[config.mk]
export PLATFORM = sky130hd
export DESIGN_NAME = display_scan_controller
export DESIGN_NICKNAME = d
export VERILOG_FILES = /design/src/rtl/display_scan_controller.sv
export SDC_FILE = /design/constraint.sdc
export NUM_CORES = 1
export LEC_CHECK = 0
export CORE_ASPECT_RATIO = 1.2
export CORE_MARGIN = 4
export CORE_UTILIZATION = 55
export CTS_CLUSTER_SIZE = 30
export DETAILED_ROUTE_END_ITERATION = 8
export PLACE_DENSITY = 0.87
export SYNTH_ARGS = -nofsm -noshare
export SYNTH_HDL_FRONTEND = slang
export SYNTH_SLANG_ARGS = --single-unit
[constraint.sdc]
create_clock -name Clk -period 4.8 [get_ports Clk]
set_input_delay 0.96 -clock Clk [delete_from_list [all_inputs] [get_ports Clk]]
set_output_delay 0.96 -clock Clk [all_outputs]
set_load 0.05 [all_outputs]
[src/rtl/display_scan_controller.sv]
`default_nettype none
// ============================================================================
//  Module  : display_scan_controller
//  Purpose : Multiplexed 8-digit seven-segment scanner with per-digit guard
//            blanking and frame-synchronous double-buffered digit data.
//  Rev     : 1.0  initial release
// ============================================================================
module display_scan_controller #(
    parameter int PRESCALE_DIV = 50000,
    parameter int GUARD_CYCLES = 16
) (
    input  logic        Clk,
    input  logic        nReset,
    input  logic        Enable,
    input  logic        LoadStrobe,
    input  logic [31:0] DigitData,
    input  logic [7:0]  BlankMask,
    output logic [2:0]  CodedOutput,
    output logic [6:0]  SegmentOutput,
    output logic        DisplayEnable,
    output logic        FrameDone
);

    localparam int c_PRE_W = $clog2(PRESCALE_DIV);
    localparam int c_GRD_W = $clog2(GUARD_CYCLES + 1);
    localparam logic [c_PRE_W-1:0] c_PRE_LAST = c_PRE_W'(PRESCALE_DIV - 1);
    localparam logic [c_GRD_W-1:0] c_GRD_LAST = c_GRD_W'(GUARD_CYCLES - 1);
    localparam logic [6:0]         c_SEG_OFF  = 7'b1111111;

    typedef enum logic [1:0] {
        IDLE    = 2'd0,
        DISPLAY = 2'd1,
        GUARD   = 2'd2
    } state_t;

    state_t               r_state;
    logic [2:0]           r_index;
    logic [c_PRE_W-1:0]   r_prescaler;
    logic [c_GRD_W-1:0]   r_guardCnt;
    logic [31:0]          r_stagingData;
    logic [7:0]           r_stagingMask;
    logic                 r_pending;
    logic [31:0]          r_shadowData;
    logic [7:0]           r_shadowMask;
    logic [2:0]           r_codedOutput;
    logic [6:0]           r_segmentOutput;
    logic                 r_displayEnable;
    logic                 r_frameDone;

    logic                 w_guardLast;
    logic                 w_wrap;
    logic                 w_loadFromInputs;
    logic                 w_loadFromStaging;
    logic [31:0]          w_nextShadowData;
    logic [7:0]           w_nextShadowMask;
    logic [2:0]           w_dispIndex;
    logic [3:0]           w_dispNibble;
    logic [6:0]           w_dispSeg;
    logic                 w_dispBlank;

    function automatic logic [6:0] hexToSeg(input logic [3:0] nib);
        logic [6:0] seg;
        case (nib)
            4'h0: seg = 7'b1000000;
            4'h1: seg = 7'b1111001;
            4'h2: seg = 7'b0100100;
            4'h3: seg = 7'b0110000;
            4'h4: seg = 7'b0011001;
            4'h5: seg = 7'b0010010;
            4'h6: seg = 7'b0000010;
            4'h7: seg = 7'b1111000;
            4'h8: seg = 7'b0000000;
            4'h9: seg = 7'b0010000;
            4'hA: seg = 7'b0001000;
            4'hB: seg = 7'b0000011;
            4'hC: seg = 7'b1000110;
            4'hD: seg = 7'b0100001;
            4'hE: seg = 7'b0000110;
            default: seg = 7'b0001110;
        endcase
        return seg;
    endfunction

    // The shadow seen by the first cycle of the next digit must already include
    // any transfer happening on the same edge, so decode from the next value.
    always_comb begin
        w_guardLast       = (r_state == GUARD) && (r_guardCnt == c_GRD_LAST);
        w_wrap            = Enable && w_guardLast && (r_index == 3'd7);
        w_loadFromInputs  = LoadStrobe && ((r_state == IDLE) || w_wrap);
        w_loadFromStaging = !w_loadFromInputs && w_wrap && r_pending;
        w_nextShadowData  = r_shadowData;
        w_nextShadowMask  = r_shadowMask;
        if (w_loadFromInputs) begin
            w_nextShadowData = DigitData;
            w_nextShadowMask = BlankMask;
        end else if (w_loadFromStaging) begin
            w_nextShadowData = r_stagingData;
            w_nextShadowMask = r_stagingMask;
        end
        w_dispIndex  = (r_state == GUARD) ? (r_index + 3'd1) : 3'd0;
        w_dispNibble = w_nextShadowData[{w_dispIndex, 2'b00} +: 4];
        w_dispBlank  = w_nextShadowMask[w_dispIndex];
        w_dispSeg    = w_dispBlank ? c_SEG_OFF : hexToSeg(w_dispNibble);
    end

    always_ff @(posedge Clk or negedge nReset) begin
        if (!nReset) begin
            r_state         <= IDLE;
            r_index         <= 3'd0;
            r_prescaler     <= '0;
            r_guardCnt      <= '0;
            r_stagingData   <= 32'd0;
            r_stagingMask   <= 8'd0;
            r_pending       <= 1'b0;
            r_shadowData    <= 32'd0;
            r_shadowMask    <= 8'd0;
            r_codedOutput   <= 3'd0;
            r_segmentOutput <= c_SEG_OFF;
            r_displayEnable <= 1'b0;
            r_frameDone     <= 1'b0;
        end else begin
            r_shadowData <= w_nextShadowData;
            r_shadowMask <= w_nextShadowMask;
            if (LoadStrobe) begin
                r_stagingData <= DigitData;
                r_stagingMask <= BlankMask;
            end
            if (w_loadFromInputs || w_loadFromStaging) begin
                r_pending <= 1'b0;
            end else if (LoadStrobe) begin
                r_pending <= 1'b1;
            end
            r_frameDone <= 1'b0;

            if (!Enable) begin
                r_state         <= IDLE;
                r_index         <= 3'd0;
                r_prescaler     <= '0;
                r_guardCnt      <= '0;
                r_codedOutput   <= 3'd0;
                r_segmentOutput <= c_SEG_OFF;
                r_displayEnable <= 1'b0;
            end else begin
                case (r_state)
                    IDLE: begin
                        r_state         <= DISPLAY;
                        r_index         <= 3'd0;
                        r_prescaler     <= '0;
                        r_codedOutput   <= 3'd0;
                        r_segmentOutput <= w_dispSeg;
                        r_displayEnable <= !w_dispBlank;
                    end
                    DISPLAY: begin
                        if (r_prescaler == c_PRE_LAST) begin
                            r_state         <= GUARD;
                            r_prescaler     <= '0;
                            r_guardCnt      <= '0;
                            r_segmentOutput <= c_SEG_OFF;
                            r_displayEnable <= 1'b0;
                        end else begin
                            r_prescaler <= r_prescaler + c_PRE_W'(1);
                        end
                    end
                    GUARD: begin
                        if (w_guardLast) begin
                            r_state         <= DISPLAY;
                            r_guardCnt      <= '0;
                            r_index         <= w_dispIndex;
                            r_codedOutput   <= w_dispIndex;
                            r_segmentOutput <= w_dispSeg;
                            r_displayEnable <= !w_dispBlank;
                            r_frameDone     <= w_wrap;
                        end else begin
                            r_guardCnt <= r_guardCnt + c_GRD_W'(1);
                        end
                    end
                    default: begin
                        r_state         <= IDLE;
                        r_index         <= 3'd0;
                        r_prescaler     <= '0;
                        r_guardCnt      <= '0;
                        r_codedOutput   <= 3'd0;
                        r_segmentOutput <= c_SEG_OFF;
                        r_displayEnable <= 1'b0;
                    end
                endcase
            end
        end
    end

    assign CodedOutput   = r_codedOutput;
    assign SegmentOutput = r_segmentOutput;
    assign DisplayEnable = r_displayEnable;
    assign FrameDone     = r_frameDone;

endmodule
`default_nettype wire

==> metrics.log <==
INFO  metric status = finished, final reports clean
INFO  metric drt.antenna.violating_nets = 0
INFO  metric synthesis.nets = ~620
INFO  metric synthDistinctLibCells = 72
INFO  metric synth-edff-count = 0
INFO  metric floorplan.die_area = around 13,000 um2
INFO  metric core_area = 10,700 um2
INFO  metric start_util = around 57%
INFO  metric antenna_violations_before_repair = 0
INFO  metric cts.root.buffer_cell = clkbuf_16
INFO  metric power.density_cell_area = ~550 nW/um2
INFO  metric synth.cells.most_frequent = 109 x dfrtp_1, 63 x nor2_1, 47 x nand2_1
INFO  metric period_minus_slack = 4.13 ns
INFO  metric netlist_instances = 570
INFO  metric pin_count = 56
INFO  metric clock_sink_count = 116
INFO  metric timing.critical_path.required = just over 5 ns
INFO  metric synthesis.area = approximately 6000 um2
INFO  metric whs = 0.476 ns
INFO  metric fin_total_pwr = 3980 uW
INFO  metric dpl_worst_slack = 0.378 ns
INFO  metric nNetsFinal = approximately 670
INFO  metric core.rowCount = slightly above 40
INFO  metric die_height = around 120 um
INFO  metric grt_usage = 25.1%
INFO  metric dieWidth = 104 um
INFO  metric wire_length_of_the_first_global_routing_pass = between 20,000 and 30,000 um
INFO  metric grt_start_max_net_pins = 93
INFO  metric place_hpwl = just under 10,000 um
INFO  metric tightestPinTransition = approximately 1.1 ns
INFO  metric vias_in_the_first_global_route = slightly above 5,000
INFO  metric endpoint_kind = register
INFO  metric cp_max_fo = 18
INFO  metric timing.critical_path.arrival = between 4 and 5 ns
INFO  metric cts-resized-gates = 0
INFO  metric timing.setup.tns = 0 ns
INFO  metric num_vias = ~4,900
INFO  metric cts-buffers-inserted = 17
INFO  metric yosys.area.top_type = dfrtp_1
INFO  metric yosysWarningCount = 0
INFO  metric synth-seq-cells = about 120
INFO  metric place_inst = 730
INFO  metric share_of_yosys_cell_area_claimed_by_the_top_area_cell_type = ~45%
INFO  metric postCtsSetupRepairBufs = 0
INFO  metric htree_levels = 4
INFO  metric gp_routability_congestion = 0.875
INFO  metric grt_setup_unrepaired = false
INFO  metric drcViolationCount = 0
INFO  metric first_pass_iters = 5
INFO  metric synthToLayoutAreaGrowth = 20.2%
INFO  metric synth_area_leaders = dfrtp_1 45%, mux2_2 7.8%, mux2i_1 6.3%
INFO  metric drt-wirelength-per-cell = approximately 20 um
INFO  metric fmaxAchievable = 0.242 GHz
INFO  metric fin_skew = 0.00627 ns
INFO  metric critPathLaunchType = input pin
INFO  metric drive_gt1_share = 17.9%
INFO  metric route.final.wire_length = approximately 15,000 um
INFO  metric tritoncts = built
INFO  metric place.port_buffers = 55
INFO  metric proportion_of_synthesized_chip_area_in_sequential_cells = 48.0%
INFO  metric worst_hold_path_type = reg2reg
INFO  metric post_layout_nonfiller_instances = approximately 760
INFO  metric worst_slack = about 0.67 ns
INFO  metric vdd.ir_drop.worst = just under 300 uV
INFO  metric clock_tree.buffer_depth = 2
INFO  metric drt-initial-drc-count = around 290
INFO  metric syn_area_per_cell = ~11 um2
INFO  metric n_antenna_cell = 0
INFO  metric critical_path_class = in2reg
INFO  metric clkTransAtPathRegs = ~0.05 ns
INFO  metric asyncSetResetFlopFracSynth = between 90% and 100%
INFO  metric gr-total-overflow = 0
INFO  metric slew_violations = 0
INFO  metric finalCritPeriodShare = a little under nine tenths
INFO  metric synth_flop_type = dfrtp_1
INFO  metric routed_vias_inst = 6.37
INFO  metric synthMostInstantiatedCell = dfrtp_1
INFO  metric relSlewSlack = a little under a quarter
INFO  metric setup_violations = 0
INFO  metric power.leakage = approximately 0.0032 uW
INFO  metric final-hold-violation-count = 0
INFO  metric count_of_hold_buffers_inserted_by_post_cts_repair = 0
INFO  metric clk-insertion-delay-late = about 0.42 ns
INFO  metric max-cap-violations = 0
==> stage by stage <==
step           cell area (um2)  util, %
4_1_cts                   7290     68.3
6_report                  7290     68.3
2_1_floorplan             6060        -
3_3_place_gp              6650     62.3
5_1_grt                   7290     68.3
3_5_place_dp              6650     62.3
==> state kept, by name (all words and copies together) (netlist names) <==
signal         count
FrameDone          1
r_pending          1
SegmentOutput      7
r_stagingMask      8
DisplayEnable      1
r_state            2
CodedOutput        3
r_shadowMask       8
r_stagingData     32
r_shadowData      32
r_guardCnt         5
r_prescaler       16
==> layer usage <==
metal	routed length, um	GRT usage (%)
met5	0	0
met4	568	11.2
met3	1110	7.73
met2	7560	43.1
met1	5970	29.3
==> power by group <==
part	internal (uW)	switching, uW
clock	943	432
sequential	1240	129
combinational	481	765
total	2660	1330
==> cell families after synthesis <==
logic type	count (synthesis)	share of synthesized area (%)
fa+ha+maj	10	2.06
simple gates	181	14.8
buf+inv	40	3.71
xor+xnor	13	1.88
flops	116	48.0
mux	81	14.3
compound gates	129	15.2
==> path summary, 6_finish.rpt <==
kind | startpoint | end | slack (ns) | cells after the start
worst max-delay path | Enable | SegmentOutput[3] | 0.67 | 10
worst min-delay path | r_guardCnt[4] | r_guardCnt[4] | 0.48 | 1
worst max register to register | r_guardCnt[0] | SegmentOutput[3] | 0.84 | 13
worst min register to register | r_guardCnt[4] | r_guardCnt[4] | 0.48 | 1
max in group asynchronous | nReset | r_pending | 3.05 | 2
min in group asynchronous | nReset | r_stagingMask[5] | 0.77 | 1
==> worst max-delay path: stages <==
cell             delay, ns
clkdlybuf4s50_1       0.65
and4b_2               0.36
nand3_4               0.29
buf_4                 0.36
a221oi_1              0.44
o32ai_1               0.21
o32ai_4               0.43
and2_1                0.32
a21oi_1               0.12
a221oi_1              0.29
==> area by class of cell <==
type                            count  area, um2
Tap cell                          129        161
Clock buffer                       22        464
Sequential cell                   116       2910
Fill cell                         737       3380
Inverter                            7       26.3
Timing Repair Buffer               64        611
Multi-Input combinational cell    414       2940
Clock inverter                     10        178
==> placed cells by master (no fill, tap or decap), types with 7 or more instances in the layout <==
cell type / count
mux2_2: 42
mux2i_1: 38
dfstp_2: 7
clkdlybuf4s50_1: 53
o21ai_0: 42
nand3_1: 17
and2_1: 12
a21oi_1: 22
nor2_1: 63
inv_1: 7
buf_4: 10
a31oi_1: 9
ha_1: 10
clkbuf_16: 17
nand2_1: 47
xor2_1: 9
dfrtp_1: 109
(Power assumes the default switching activity.)
